===== src/rtl/display_pkg.sv =====
// ============================================================================
// display_pkg : shared seven-segment glyph table and polarity helper
// Rev 1.0
// ============================================================================
`default_nettype none

package display_pkg;

  localparam int SEG_W = 7;

  typedef logic [SEG_W-1:0] seg_t;

  // Lit-high patterns, bit order {g,f,e,d,c,b,a}
  localparam seg_t GLYPH_TABLE [16] = '{
    7'h3F, 7'h06, 7'h5B, 7'h4F,
    7'h66, 7'h6D, 7'h7D, 7'h07,
    7'h7F, 7'h6F, 7'h77, 7'h7C,
    7'h39, 7'h5E, 7'h79, 7'h71
  };

  function automatic seg_t apply_pol(input seg_t bits, input logic active_low);
    return active_low ? ~bits : bits;
  endfunction

endpackage : display_pkg

`default_nettype wire


===== src/rtl/hex_glyph.sv =====
// ============================================================================
// hex_glyph : combinational nibble to lit-high seven-segment pattern
// Rev 1.0
// ============================================================================
`default_nettype none

module hex_glyph
  import display_pkg::*;
(
  input  logic [3:0]       nibble,
  output logic [SEG_W-1:0] glyph
);

  assign glyph = GLYPH_TABLE[nibble];

endmodule : hex_glyph

`default_nettype wire


===== src/rtl/hex_scan_display.sv =====
// ============================================================================
// hex_scan_display : time-multiplexed N-digit seven-segment scan driver
// Rev 1.0
// ============================================================================
`default_nettype none

module hex_scan_display
  import display_pkg::*;
#(
  parameter int NUM_DIGITS     = 4,
  parameter int REFRESH_DIV    = 50000,
  parameter int BLANK_CYCLES   = 500,
  parameter int SEG_ACTIVE_LOW = 1,
  parameter int AN_ACTIVE_LOW  = 1
) (
  input  logic                        clk,
  input  logic                        rst,
  input  logic [4*NUM_DIGITS-1:0]     value,
  input  logic                        load,
  input  logic [NUM_DIGITS-1:0]       dp_in,
  input  logic [NUM_DIGITS-1:0]       digit_en,
  input  logic                        blank_lz,
  output logic [SEG_W-1:0]            seg,
  output logic                        dp,
  output logic [NUM_DIGITS-1:0]       an,
  output logic [((NUM_DIGITS > 1) ? $clog2(NUM_DIGITS) : 1)-1:0] scan_idx
);

  localparam int IDX_W = (NUM_DIGITS > 1) ? $clog2(NUM_DIGITS) : 1;
  localparam int CNT_W = $clog2(REFRESH_DIV);

  localparam logic                  SEG_POL = (SEG_ACTIVE_LOW != 0);
  localparam logic                  AN_POL  = (AN_ACTIVE_LOW != 0);
  localparam seg_t                  SEG_OFF = apply_pol(seg_t'(0), SEG_POL);
  localparam logic                  DP_OFF  = SEG_POL;
  localparam logic [NUM_DIGITS-1:0] AN_OFF  = {NUM_DIGITS{AN_POL}};

  logic [CNT_W-1:0]        cnt_q, cnt_d;
  logic [IDX_W-1:0]        idx_q, idx_d;
  logic [4*NUM_DIGITS-1:0] val_sh_q, val_sh_d;
  logic [NUM_DIGITS-1:0]   dp_sh_q, dp_sh_d;
  logic [NUM_DIGITS-1:0]   en_sh_q, en_sh_d;

  seg_t                    seg_q, seg_d;
  logic                    dp_q, dp_d;
  logic [NUM_DIGITS-1:0]   an_q, an_d;
  logic [IDX_W-1:0]        scan_idx_q, scan_idx_d;

  logic [NUM_DIGITS:0]     zero_above;
  logic [NUM_DIGITS-1:0]   digit_dark;
  logic [3:0]              sel_nib;
  logic                    sel_dp;
  logic                    sel_dark;
  logic [NUM_DIGITS-1:0]   an_onehot;
  seg_t                    sel_glyph;
  logic                    in_blank;
  logic                    lit;

  // Slot counter and scan index
  always_comb begin
    cnt_d = cnt_q + 1'b1;
    idx_d = idx_q;
    if (cnt_q == CNT_W'(REFRESH_DIV - 1)) begin
      cnt_d = '0;
      idx_d = (idx_q == IDX_W'(NUM_DIGITS - 1)) ? '0 : idx_q + 1'b1;
    end
  end

  always_comb begin
    val_sh_d = load ? value    : val_sh_q;
    dp_sh_d  = load ? dp_in    : dp_sh_q;
    en_sh_d  = load ? digit_en : en_sh_q;
  end

  // zero_above[k] is set when every shadow nibble at index >= k is zero
  always_comb begin
    zero_above             = '0;
    digit_dark             = '0;
    zero_above[NUM_DIGITS] = 1'b1;
    for (int k = NUM_DIGITS - 1; k >= 0; k--) begin
      zero_above[k] = zero_above[k+1] & (val_sh_q[4*k +: 4] == 4'h0);
    end
    for (int k = 0; k < NUM_DIGITS; k++) begin
      digit_dark[k] = ~en_sh_q[k] | (blank_lz & zero_above[k] & (k != 0));
    end
  end

  always_comb begin
    sel_nib   = '0;
    sel_dp    = 1'b0;
    sel_dark  = 1'b1;
    an_onehot = '0;
    for (int k = 0; k < NUM_DIGITS; k++) begin
      if (idx_q == IDX_W'(k)) begin
        sel_nib      = val_sh_q[4*k +: 4];
        sel_dp       = dp_sh_q[k];
        sel_dark     = digit_dark[k];
        an_onehot[k] = 1'b1;
      end
    end
  end

  hex_glyph u_glyph (
    .nibble (sel_nib),
    .glyph  (sel_glyph)
  );

  // Polarity is the very last transform before the output register
  always_comb begin
    in_blank   = (int'(cnt_q) < BLANK_CYCLES);
    lit        = ~(in_blank | sel_dark);
    seg_d      = apply_pol(lit ? sel_glyph : seg_t'(0), SEG_POL);
    dp_d       = (lit & sel_dp) ^ SEG_POL;
    an_d       = (lit ? an_onehot : '0) ^ AN_OFF;
    scan_idx_d = idx_q;
  end

  always_ff @(posedge clk) begin
    if (rst) begin
      cnt_q      <= '0;
      idx_q      <= '0;
      val_sh_q   <= '0;
      dp_sh_q    <= '0;
      en_sh_q    <= '0;
      seg_q      <= SEG_OFF;
      dp_q       <= DP_OFF;
      an_q       <= AN_OFF;
      scan_idx_q <= '0;
    end else begin
      cnt_q      <= cnt_d;
      idx_q      <= idx_d;
      val_sh_q   <= val_sh_d;
      dp_sh_q    <= dp_sh_d;
      en_sh_q    <= en_sh_d;
      seg_q      <= seg_d;
      dp_q       <= dp_d;
      an_q       <= an_d;
      scan_idx_q <= scan_idx_d;
    end
  end

  assign seg      = seg_q;
  assign dp       = dp_q;
  assign an       = an_q;
  assign scan_idx = scan_idx_q;

endmodule : hex_scan_display

`default_nettype wire


===== config.mk =====
export PLATFORM = sky130hd
export DESIGN_NAME = hex_scan_display
export DESIGN_NICKNAME = d
export VERILOG_FILES = /design/src/rtl/display_pkg.sv /design/src/rtl/hex_glyph.sv /design/src/rtl/hex_scan_display.sv
export SDC_FILE = /design/constraint.sdc
export NUM_CORES = 1
export LEC_CHECK = 0
export ABC_CLOCK_PERIOD_IN_PS = 4400
export BUFFER_PORTS_ARGS = -buffer_cell sky130_fd_sc_hd__buf_4
export CORE_MARGIN = 2
export CORE_UTILIZATION = 39
export CTS_CLUSTER_DIAMETER = 150
export CTS_CLUSTER_SIZE = 20
export DETAILED_ROUTE_END_ITERATION = 8
export GPL_TIMING_DRIVEN = 1
export PLACE_DENSITY_LB_ADDON = 0.12
export SLEW_MARGIN = 40
export SYNTH_ARGS = -nofsm -noshare
export SYNTH_HDL_FRONTEND = slang
export SYNTH_SLANG_ARGS = --single-unit

===== constraint.sdc =====
create_clock -name clk -period 4.4 [get_ports clk]
set_clock_uncertainty 0.1 [all_clocks]
set_input_delay 0.88 -clock clk [delete_from_list [all_inputs] [get_ports clk]]
set_output_delay 0.88 -clock clk [all_outputs]
set_load 0.005 [all_outputs]

== After elaboration in Yosys (flattened, before gate mapping) ==
Memory sizes are Yosys's and may differ from the RTL's.
Cells that the tools add are included.
Word-level totals
  memories kept: 1
  logic and storage cells: 63
  memory bits (read-only): 112
  output and inout port bits: 14
  input bits: 28
  bits in registers: 56
Cells by class
  equality and inequality tests: 4
  add/sub/neg operators: 2
  bitwise logic cells: 19
  reductions and logical operators: 5
  $lt $le $gt $ge: 2
  mux-type cells: 21
Memory list
  (name not given): depth 16, bits a word 7, read ports 1, clocked after memory_dff 0, write ports 0, line hex_glyph.sv:14  | assign glyph = GLYPH_TABLE[nibble];
Operators by type and width (number)
  7-bit two-way mux: 3
  4-bit two-way mux: 5
  16-bit by 1-bit adder with 16-bit output, second input constant: 1
  16-bit equality test, second input constant: 1
  16-bit by 9-bit less-than comparator with 1-bit output, second input constant: 1
  4-bit zero test: 3
  1-bit two-way mux: 12
  7-bit NOT: 1
  1-bit AND: 6
  1-bit NOT: 6
  5-bit >= comparator, second input constant: 1
  4-bit NOT with 5-bit output: 1
  2-bit equality test, second input constant: 2
  4-bit NOT: 1
  1-bit OR: 4
  2-bit by 1-bit adder with 2-bit output, second input constant: 1
  2-bit by 1-bit equality test with 1-bit output, second input constant: 1
  2-bit zero test: 1
  2-bit two-way mux: 1
  2-bit OR reduction: 1

== Longest topological paths before layout ==
  depth after elaboration: 12
  mapped depth: 10
  mapped depth without buffers: 9

== By module ==
From an unflattened synthesis, not the netlist that was laid out.
Second synthesis, totals
  cells, all modules: 284
  area total of the unflattened synthesis: 2670.1 sq um
By module, submodules not included
  hex_scan_display: area each 2379.8 sq um, cells an instance 251, times used 1, seq. area each 1121.1 sq um
  hex_glyph: area each 290.3 sq um, cells an instance 33, times used 1, seq. area each 0.0 sq um

== Worst setup path after synthesis ==
No wires, ideal clock.
  kind: register to register
  start point: register idx_q[0]
  end point: register seg_q[3] (netlist: seg[3])
  arrival: 2.028 ns
  buffers on the path: 1
  cell stages (with the launch flop): 11
  setup slack: 2.214 ns
  library setup time: 0.058 ns
  cells stage by stage: dfxtp_1 -> inv_1 -> ha_1 -> buf_2 -> a211oi_1 -> a221o_1 -> inv_1 -> ha_1 -> mux2i_1 -> mux2_2 -> nand2_1
On the way
  cells in the longest elaborated chain, start to end: 11
  elaborated cells on any way between the ends: 19
Ends and longest elaborated chain
  from (decl): line hex_scan_display.sv:39  | logic [IDX_W-1:0] idx_q, idx_d;
  from (signal assigned): line hex_scan_display.sv:131  | idx_q <= idx_d;
  2-bit zero test: line hex_scan_display.sv:94  | if (idx_q == IDX_W'(k)) begin
  4-bit two-way mux (4 in a row): line hex_scan_display.sv:94
  4-bit NOT with 5-bit output (implied by the code): line hex_glyph.sv:14
  memory read 16 x 7 bit
  7-bit two-way mux (implied by the code) (2 in a row): line hex_glyph.sv:14
  7-bit two-way mux *: line hex_scan_display.sv:112  | seg_d = apply_pol(lit ? sel_glyph : seg_t'(0), SEG_POL);
  7-bit NOT *: line display_pkg.sv:22  | return active_low ? ~bits : bits;
  to (signal assigned): line hex_scan_display.sv:135  | seg_q <= seg_d;
  to (decl): line hex_scan_display.sv:44  | seg_t seg_q, seg_d;
Mark *: on every way between the ends. The rest lies on a longest branch, timed or not. The select of a mux whose other input is x is not followed.
A chain may end at the register's enable or synchronous reset.

== Worst setup path after layout ==
Same ends and word-level chain as after synthesis.

==> metrics.cfg <==
[run_status]
outcome = finished, final reports clean

[synthesis]
yosysTopAreaCellShare_pct = 42.65
synth.area.mux_share_pct = 11.47
synthXorXnorAreaFrac_pct = 4.664
avgSynthCellArea_um2 = 9.355
syn_nets = 320
yosysWarnings = 0
synthDistinctLibCells = 43
synth_compound_area_share_pct = 7.901
ys.flop_type = dfxtp_1
synth_fa_ha_area_share_pct = 5.236
synthCells = 281
synthArstFlopShare_pct = 0
synth_top_family_by_area = simple AND/OR/NAND/NOR gates
synth_seq_area_share_pct = 42.65
yosys.area_share.simple_pct = 23.18
ys_ff_latch = 56
yosys.area.top_type = dfxtp_1
synth_edf_count = 0
ys_top_cells_by_area = dfxtp_1 (43%), mux2i_1 (11%), nor2_1 (7.7%)
syn_area_um2 = 2629

[clock_network]
hold_buffers = 0
numCtsBuffers = 5
cts-root-buf = clkbuf_8
clk_pin_slew_ns = 0.10
cts_htree_levels = 2
clockBufferDepth = 2
clk_latency_ns = 0.31
cts_sinks = 56
cts_tree = done
cts_resized = 0
cts_setup_buffers = 0

[setup_path]
arrival_ns = 2.65
crit_required_ns = 4.56
worstSetupPathType = flip-flop to flip-flop
start_kind = flip-flop
cp-end-kind = flip-flop
path_max_fanout = 19

[placement]
placedCellCount = 384
port_buffers = 41
gp_congestion = 0.7933
postPlaceCellArea_um2 = 2938
dp_hpwl_um = 3741
place_ws_ns = 1.769

[timing]
finalSetupViolCount = 0
fin_crit_sh_pct = 56.69
finalSetupTns_ns = 0
max_freq_mhz = 400.9
tightest_slew_ns = 0.7779
finalHoldViolations = 0
period_minus_slack_ns = 2.494
fin_ws_ns = 1.906
rsz0062_at_grt = no
drv_slew = 0
max_slew_margin_pct = 47.86

[floorplan]
initial_core_util_pct = 40.93
num_rows = 29
dieArea_um2 = 7413
die_width_um = 86.10
core_area_um2 = 6422
pin_count = 42
die_h_um = 86.10

[pwr]
power_switching_share_pct = 25.08
leakage_nw = 1.241
comb_power_share_pct = 10.0
pwr-share-clk_pct = 31.2
peakVddDrop_uv = 134.2
internal_power_uw = 679.7
power_density_nw_per_um2 = 299.8
p_switching_uw = 227.5
power_frac_seq_pct = 58.8

[global_routing]
overflow = 0
grt_pass1_wl_um = 8749
antenna_found_initial = 0
grtUsageTotal_pct = 14.90
grt_max_degree = 32
grt_pass1_vias = 1829

[final_layout]
multi_input_area_um2 = 1379
fin_cells = 392
postLayoutCoreUtil_pct = 47.11
syn2layout_area_growth_pct = 15.09
fillers = 620
diodes = 0
register_area_um2 = 1121
layout-drive-gt1-share_pct = 20.00
stdcell_area_um2 = 3025
finalNetCount = 353

[detailed_routing]
routedWlPerCell_um = 13.07
ant_nets = 0
wl_um = 5122
viasPerCell = 4.957
drt-pass1-iter-count = 4
vias = 1943
drtIter0Drc = 67
drc_errors = 0

[hold_path]
hp-class = flip-flop to flip-flop

[job]
maxCapViolations = 0

==> power by group through the flow <==
stage	clock (mW)	sequential, mW	combinational [mW]
2_1_floorplan	0	0.542	0.0638
5_1_grt	0.316	0.536	0.102
4_1_cts	0.292	0.534	0.0915
3_3_place_gp	0	0.545	0.0901
6_report	0.283	0.533	0.0907
3_5_place_dp	0	0.545	0.0911
==> sequential cells by signal, indices dropped and copies added, names as in the netlist <==
| register | count |
|---|---|
| an | 4 |
| cnt_q | 16 |
| dp | 1 |
| dp_sh_q | 4 |
| en_sh_q | 4 |
| idx_q | 2 |
| scan_idx | 2 |
| seg | 7 |
| val_sh_q | 16 |
==> per-stage QoR <==
stage / total power [mW] / hold WS, ns
3_5_place_dp: 0.6364 / 0.3523
6_report: 0.9072 / 0.3760
2_1_floorplan: 0.6054 / 0.3260
3_3_place_gp: 0.6354 / 0.3443
5_1_grt: 0.9541 / 0.3983
4_1_cts: 0.9167 / 0.3768
==> final timing paths <==
kind	from	to	slack (ns)	cells past startpoint
setup / recovery	idx_q[0]$_SDFFE_PP0P_	seg[3]$_SDFF_PP1_	1.91	8
hold / removal	cnt_q[0]$_SDFF_PP0_	cnt_q[0]$_SDFF_PP0_	0.38	1
setup reg to reg	idx_q[0]$_SDFFE_PP0P_	seg[3]$_SDFF_PP1_	1.91	8
hold reg to reg	cnt_q[0]$_SDFF_PP0_	cnt_q[0]$_SDFF_PP0_	0.38	1
==> cells by family (layout without fill, tap and decap cells) <==
group                    after synthesis  count (layout)
flip-flops                            56              56
adder cells (fa/ha/maj)               11              11
AND/OR/NAND/NOR                      123             123
XOR/XNOR                              14              14
buffers and inverters                 24              58
AO/OA/AOI/OAI                         23              23
multiplexers                          30              30
==> layout by cell type, fill, tap and decap left out, types with 3 or more instances in the layout <==
master and n:
nand4_1 3, a311o_1 3, nor3b_1 3, ha_1 11, nand3b_1 6, clkbuf_8 5, nor3_1 4, dfxtp_1 56
a21oi_1 4, nor4_1 6, inv_1 9, xnor2_1 7, o211ai_2 3, xor2_1 7, nor2_1 54, buf_4 41
nand3_1 9, mux2i_1 29, nor2b_1 3, nand2_1 23
==> layer usage <==
layer  wire length (um)  vias to the layer above  part of all wire [%]  track usage, %
met4                 72                        0                   1.4           5.628
li1                   -                     1031                     -               -
met1               2692                      870                    53           21.37
met2               2151                       35                    42           21.71
met3                207                        7                   4.0           3.272
met5                  0                        -                     0               0
==> cell usage after synthesis, types with 2 or more instances <==
| library cell | n |
|---|---|
| xor2_1 | 7 |
| a21oi_1 | 4 |
| o211ai_2 | 3 |
| clkbuf_1 | 4 |
| mux2i_1 | 29 |
| a211oi_1 | 2 |
| a311o_1 | 3 |
| nand4_1 | 3 |
| buf_2 | 4 |
| xnor2_1 | 7 |
| nor3_2 | 2 |
| nor2_1 | 54 |
| buf_4 | 5 |
| nor2b_1 | 3 |
| o21ai_0 | 2 |
| nor3_1 | 4 |
| nor3b_1 | 3 |
| buf_6 | 2 |
| nand3b_1 | 6 |
| nand3_1 | 9 |
| dfxtp_1 | 56 |
| inv_1 | 9 |
| nor4_1 | 6 |
| ha_1 | 11 |
| nand2_1 | 23 |
| a221o_1 | 2 |
| and4_1 | 2 |
==> cell type report <==
type                    instances  area share (%)
well taps                      77           3.184
multi-input cells             201           45.57
clock buffers                   5           2.275
flip-flops and latches         56           37.06
inverters                       9           1.117
clock inverters                 3          0.6203
repair buffers                 41           10.17
==> worst max-delay path: stages, from the launching register on <==
cell	delay, ns
dfxtp_1	0.40
ha_1	0.56
a211oi_1	0.09
a221o_1	0.46
inv_1	0.14
ha_1	0.25
mux2i_1	0.09
mux2_2	0.28
nand2_1	0.06
No activity file was read; power rests on OpenSTA's default activity.
